$ cat config.mk
export PLATFORM = sky130hd
export DESIGN_NAME = data_receiver
export DESIGN_NICKNAME = d
export VERILOG_FILES = /design/src/rtl/NetworkPkg.sv /design/src/rtl/sync_detector.sv /design/src/rtl/data_receiver.sv
export SDC_FILE = /design/constraint.sdc
export NUM_CORES = 1
export LEC_CHECK = 0
export CORE_ASPECT_RATIO = 1.5
export CORE_MARGIN = 2
export CORE_UTILIZATION = 25
export CTS_CLUSTER_DIAMETER = 150
export DETAILED_ROUTE_END_ITERATION = 12
export MAX_ROUTING_LAYER = met4
export SYNTH_ARGS = -nofsm -noshare
export SYNTH_HDL_FRONTEND = slang
export SYNTH_SLANG_ARGS = --single-unit
export TNS_END_PERCENT = 50
$ cat constraint.sdc
create_clock -name clk -period 3.3 [get_ports clk]
set_input_delay 0.33 -clock clk [delete_from_list [all_inputs] [get_ports clk]]
set_output_delay 0.33 -clock clk [all_outputs]
set_load 0.02 [all_outputs]
$ cat src/rtl/NetworkPkg.sv
// Shared network constants and the receiver state type.
package NetworkPkg;

    localparam int unsigned ENC_DATA_BITS = 16;
    localparam int unsigned SYNC_BITS     = 8;
    localparam logic [SYNC_BITS-1:0] SYNCWORD = 8'hB5;
    // Syncword plus encoded payload as it appears on the wire.
    localparam int unsigned DATA_PKT_BITS = SYNC_BITS + ENC_DATA_BITS;

    typedef enum logic [1:0] {
        IDLE = 2'd0,
        HUNT = 2'd1,
        RECV = 2'd2
    } rx_state_t;

endpackage

$ cat src/rtl/sync_detector.sv
// Syncword window: MSB-first shift register, saturating fill count and pattern compare.
// match is combinational on the updated window so the caller can leave HUNT on the very
// edge that samples the last sync bit.
module sync_detector
    import NetworkPkg::*;
#(
    parameter int unsigned               SYNC_W       = SYNC_BITS,
    parameter logic [SYNC_W-1:0]         SYNC_PATTERN = SYNCWORD
) (
    input  logic clk,
    input  logic rst,
    input  logic clear,
    input  logic en,
    input  logic bit_in,
    output logic match
);

    localparam logic [7:0] FILL_MAX = 8'(SYNC_W);

    logic [SYNC_W-1:0] r_win;
    logic [SYNC_W-1:0] w_win_next;
    logic [7:0]        r_fill;
    logic [7:0]        w_fill_next;

    // Next window and fill count as they would be after sampling bit_in.
    always_comb begin
        w_win_next  = {r_win[SYNC_W-2:0], bit_in};
        w_fill_next = (r_fill == FILL_MAX) ? r_fill : r_fill + 8'd1;
    end

    // A match needs a full window of real samples, not leftover reset zeros.
    assign match = en && (w_win_next == SYNC_PATTERN) && (w_fill_next == FILL_MAX);

    // Window and fill count update only while enabled; clear restarts the search.
    always_ff @(posedge clk) begin
        if (rst || clear) begin
            r_win  <= '0;
            r_fill <= 8'd0;
        end else if (en) begin
            r_win  <= w_win_next;
            r_fill <= w_fill_next;
        end
    end

endmodule

$ cat src/rtl/data_receiver.sv
// Serial packet receiver: hunts for the syncword MSB-first, then shifts in DATA_W payload
// bits and presents them as one word with a one-cycle data_valid strobe.
// Optional feature macro: DATA_RECV_SYNC_TIMEOUT_EN enables the HUNT timeout counter and
// the sync_timeout pulse; without it sync_timeout is tied low.
module data_receiver
    import NetworkPkg::*;
#(
    parameter int unsigned       DATA_W       = ENC_DATA_BITS,
    parameter int unsigned       SYNC_W       = SYNC_BITS,
    parameter logic [SYNC_W-1:0] SYNC_PATTERN = SYNCWORD,
    parameter int unsigned       SYNC_TIMEOUT = 255
) (
    input  logic              clk,
    input  logic              rst,
    input  logic              recv_start,
    input  logic              serial_in,
    output logic [DATA_W-1:0] data_out,
    output logic              data_valid,
    output logic              busy,
    output logic              sync_timeout
);

    // Elaboration-time parameter sanity checks.
    if (SYNC_W < 2 || SYNC_W > 255) begin : g_bad_sync_w
        $error("data_receiver: SYNC_W must be in 2..255");
    end
    if (DATA_W < 1 || DATA_W > 255) begin : g_bad_data_w
        $error("data_receiver: DATA_W must be in 1..255");
    end
    if (SYNC_PATTERN == '0) begin : g_bad_pattern
        $error("data_receiver: SYNC_PATTERN must contain a 1");
    end
    if (SYNC_TIMEOUT < 1 || SYNC_TIMEOUT > 255) begin : g_bad_timeout
        $error("data_receiver: SYNC_TIMEOUT must be in 1..255");
    end

    localparam logic [7:0] BIT_LAST = 8'(DATA_W - 1);

    rx_state_t         r_state;
    logic [DATA_W-1:0] r_shift;
    logic [DATA_W-1:0] w_shift_next;
    logic [7:0]        r_bit_cnt;
    logic [DATA_W-1:0] r_data_out;
    logic              r_data_valid;
    logic              r_busy;
    logic              w_match;
    logic              w_hunt_en;

    // The window only advances while hunting; an arming pulse clears it instead.
    assign w_hunt_en = (r_state == HUNT) && !recv_start;

    sync_detector #(
        .SYNC_W       (SYNC_W),
        .SYNC_PATTERN (SYNC_PATTERN)
    ) u_sync_detector (
        .clk    (clk),
        .rst    (rst),
        .clear  (recv_start),
        .en     (w_hunt_en),
        .bit_in (serial_in),
        .match  (w_match)
    );

    // Payload with the current line bit appended; first sampled bit ends up as the MSB.
    always_comb begin
        w_shift_next = DATA_W'({r_shift, serial_in});
    end

`ifdef DATA_RECV_SYNC_TIMEOUT_EN
    localparam logic [7:0] TIMEOUT_LAST = 8'(SYNC_TIMEOUT - 1);

    logic [7:0] r_to_cnt;
    logic       r_sync_timeout;

    // Receiver FSM with HUNT timeout; all outputs registered alongside the state.
    always_ff @(posedge clk) begin
        if (rst) begin
            r_state        <= IDLE;
            r_shift        <= '0;
            r_bit_cnt      <= 8'd0;
            r_to_cnt       <= 8'd0;
            r_data_out     <= '0;
            r_data_valid   <= 1'b0;
            r_busy         <= 1'b0;
            r_sync_timeout <= 1'b0;
        end else begin
            r_data_valid   <= 1'b0;
            r_sync_timeout <= 1'b0;
            if (recv_start) begin
                // Arming wins over everything, including a final data bit on this edge.
                r_state   <= HUNT;
                r_busy    <= 1'b1;
                r_shift   <= '0;
                r_bit_cnt <= 8'd0;
                r_to_cnt  <= 8'd0;
            end else begin
                unique case (r_state)
                    IDLE: begin
                    end
                    HUNT: begin
                        if (w_match) begin
                            r_state   <= RECV;
                            r_bit_cnt <= 8'd0;
                            r_to_cnt  <= 8'd0;
                        end else if (r_to_cnt == TIMEOUT_LAST) begin
                            r_state        <= IDLE;
                            r_busy         <= 1'b0;
                            r_sync_timeout <= 1'b1;
                            r_to_cnt       <= 8'd0;
                        end else begin
                            r_to_cnt <= r_to_cnt + 8'd1;
                        end
                    end
                    RECV: begin
                        r_shift <= w_shift_next;
                        if (r_bit_cnt == BIT_LAST) begin
                            r_data_out   <= w_shift_next;
                            r_data_valid <= 1'b1;
                            r_busy       <= 1'b0;
                            r_bit_cnt    <= 8'd0;
                            r_state      <= IDLE;
                        end else begin
                            r_bit_cnt <= r_bit_cnt + 8'd1;
                        end
                    end
                    default: begin
                        r_state <= IDLE;
                        r_busy  <= 1'b0;
                    end
                endcase
            end
        end
    end

    assign sync_timeout = r_sync_timeout;
`else
    // Receiver FSM without timeout: HUNT persists until a match or a new arming pulse.
    always_ff @(posedge clk) begin
        if (rst) begin
            r_state      <= IDLE;
            r_shift      <= '0;
            r_bit_cnt    <= 8'd0;
            r_data_out   <= '0;
            r_data_valid <= 1'b0;
            r_busy       <= 1'b0;
        end else begin
            r_data_valid <= 1'b0;
            if (recv_start) begin
                // Arming wins over everything, including a final data bit on this edge.
                r_state   <= HUNT;
                r_busy    <= 1'b1;
                r_shift   <= '0;
                r_bit_cnt <= 8'd0;
            end else begin
                unique case (r_state)
                    IDLE: begin
                    end
                    HUNT: begin
                        if (w_match) begin
                            r_state   <= RECV;
                            r_bit_cnt <= 8'd0;
                        end
                    end
                    RECV: begin
                        r_shift <= w_shift_next;
                        if (r_bit_cnt == BIT_LAST) begin
                            r_data_out   <= w_shift_next;
                            r_data_valid <= 1'b1;
                            r_busy       <= 1'b0;
                            r_bit_cnt    <= 8'd0;
                            r_state      <= IDLE;
                        end else begin
                            r_bit_cnt <= r_bit_cnt + 8'd1;
                        end
                    end
                    default: begin
                        r_state <= IDLE;
                        r_busy  <= 1'b0;
                    end
                endcase
            end
        end
    end

    assign sync_timeout = 1'b0;
`endif

    assign data_out   = r_data_out;
    assign data_valid = r_data_valid;
    assign busy       = r_busy;

endmodule
==> reports/results.txt <==
Status -> finished clean
RSZ-0062 raised after global routing -> false
Vias in the first global route -> 1978
Layout area overhead -> 24.10%
Switching share of power -> 20.55%
I/O Pins -> 23
Hold Buf Count CTS -> 0
Die Y -> 129.9 µm
Final Net Count -> 340
DR WL/cell -> 11.33 µm
Total Routed Length -> 5460 µm
GR Overflow Total -> 0
Worst Setup EP -> data_out[3]
Root Driver -> clkbuf_16
FF-to-FF End -> data_out[3]
Filler Cell Count -> 1088
GRT Util Overall -> 10.42%
Routed vias/inst -> 4.512
Worst vdd ir -> 0.0001920 V
Setup ws final -> 1002 ps
Fin crit period -> 2298 ps
Cts repair resizes -> 0
TritonCTS clock tree -> done
Clock tree buffer depth -> 2
First-pass GRT wire length -> 9018 µm
Critical path origin -> r_state[1]
DP HPWL -> 3840 µm
Biggest fanout along the worst timing path -> 21
Mapped cell area -> 2643 µm²
Ratio of final minimum period to clock period -> 69.63%
Average cell area after synthesis -> 8.310 µm²
Synthesis-stage register bit count -> 58
Initial DRC count -> 116
Seq/Total Area, Yosys -> 43.94%
Crit path capture type -> register
Post-synthesis cell type count -> 54
Place WS -> 771.3 ps
Final setup vio count -> 0
Post-DRT Antenna Nets -> 0
Largest net degree at the start of global routing -> 26
Leak Pwr -> 1.043 nW
Synth cell count leaders -> nand2_1, dfxtp_1, a21oi_1
WP data required -> 3500 ps
# Post-CTS Setup Buffers -> 0
Post-route setup TNS -> 0 ps
R2R Setup Slk -> 1000 ps
CTS clk-pin slew, worst paths -> 50 ps
PnR Total Power -> 1.719 mW
Post-synth EDFFs -> 0
Critical path class -> reg2reg
Util after Layout -> 31.48%
Internal Power -> 1.366 mW
Routability cong. -> 0.7561
Worst Setup Start Kind -> register
1st-pass router iterations -> 4
Reg2reg start -> r_state[1]
Peak Freq -> 435.2 MHz
Type of the most critical hold path -> reg2reg
Ratio of cells with drive above 1 in the final layout -> 14.20%
Pins Over Slew Limit -> 0
Core area -> 10420 µm²
Top-count cell post-synth -> nand2_1
Area contributors post-synth -> dfxtp_1, nand2_1, a21oi_1
Std-Cell Rows -> 46
Clk pwr share -> 55.8%
Vias -> 2175
H-tree Lvls -> 3
Hold Startpoint -> data_out[2]
Clk_lat worst skew -> 330 ps
DR DRC count -> 0
Share of power burned in combinational logic -> 2.9%
Worst Max-Slew Pin Slew -> 863.9 ps
Yosys top cell area share -> 43.94%
Ant diodes -> 0
Ys Warns -> 0
Final Hold Fails -> 0
Gate Count Post-Synth -> 318
Initial antenna violation count -> 0
Initial Util -> 25.37%
Area leader, netlist -> dfxtp_1
Die area -> 11430 µm²
CTS Sinks -> 58
Synth async-reset ratio -> 0%
Synthesized Nets -> 325
Top FF cell, synth -> dfxtp_1
Max cap viols -> 0
Sw power -> 0.3533 mW
Power per cell area -> 524.2 nW/µm²
Relative slew slack -> 41.98%
# port buffers -> 21
R2R depth -> 4
Total CTS buffers -> 9
Chip Width -> 87.95 µm
Crit path DAT -> 2500 ps
Sequential share of power -> 41.3%
Clock skew -> 4.894 ps
routing by layer:
layer  vias to the layer above  track usage, %  wire length [µm]
li1                       1117               -                 -
met1                      1014           10.42              2213
met2                        35           17.96              2944
met3                         9           3.542               203
met4                         0           4.977                99
met5                         -               -                 0
placed cells by master, fill, tap and decap left out, types with 6 or more instances in the layout:
| master | count |
|---|---|
| a21oi_1 | 35 |
| a21oi_2 | 10 |
| and3_1 | 6 |
| clkbuf_16 | 9 |
| clkdlybuf4s50_1 | 21 |
| dfxtp_1 | 58 |
| nand2_1 | 74 |
| nand2_2 | 10 |
| nand3_1 | 9 |
| nor2_1 | 17 |
| o21ai_0 | 6 |
| xnor2_1 | 6 |
per-stage QoR:
stage               cell area (µm²)  cells  hold WS, ps
floorplan                      2643    318        407.4
global placement               2964    466        439.9
detailed placement             2964    466        442.0
CTS                            3279    482        449.1
global route                   3279    482        463.9
finish                         3279    482        446.8
flip-flops by register name, summed over array words and instances (netlist names):
signal	cells
data_out	16
r_shift	15
r_bit_cnt	8
u_sync_detector.r_fill	8
u_sync_detector.r_win	7
r_state	2
busy	1
data_valid	1
worst max-delay path, stage by stage (launching register included):
cell	delay, ps
dfxtp_1	400
nand2b_1	480
or4_1	1030
nand2_1	180
a21oi_1	80
power by group through the flow:
| stage | Clock, mW | Sequential [mW] | Combinational [mW] |
|---|---|---|---|
| floorplan | 0 | 0.724 | 0.0346 |
| global placement | 0 | 0.724 | 0.0505 |
| detailed placement | 0 | 0.724 | 0.0508 |
| CTS | 0.971 | 0.709 | 0.0512 |
| global route | 1.01 | 0.709 | 0.0561 |
| finish | 0.959 | 0.710 | 0.0502 |
kinds of logic after synthesis:
logic type	share of synthesized area (%)
other	0.1419
buffers and inverters	4.166
muxes	0.3788
and+or+nand+nor	29.31
xor gates and xnor gates	3.314
adders and majority gates	1.421
DFF	43.94
AOI/OAI and AO/OA	17.33
worst min-delay path by stage:
| stage | to | slack (ps) | cells past startpoint |
|---|---|---|---|
| floorplan | data_valid | 410 | 1 |
| global placement | data_out[4] | 440 | 2 |
| detailed placement | data_out[2] | 440 | 2 |
| CTS | data_out[2] | 450 | 2 |
| global route | data_out[2] | 460 | 2 |
| finish | data_out[2] | 450 | 2 |
cell type report:
cell class                 count  area [µm²]  area share [%]
clock inverter                 4       48.80           1.488
clock buffer                  12       266.5           8.127
inverter                       5       18.77          0.5723
sequential                    58        1161           35.41
multi-input combinational    235        1371           41.82
timing repair buffer          24       232.7           7.097
tap                          144       180.2           5.494
(Power assumes the default switching activity.)
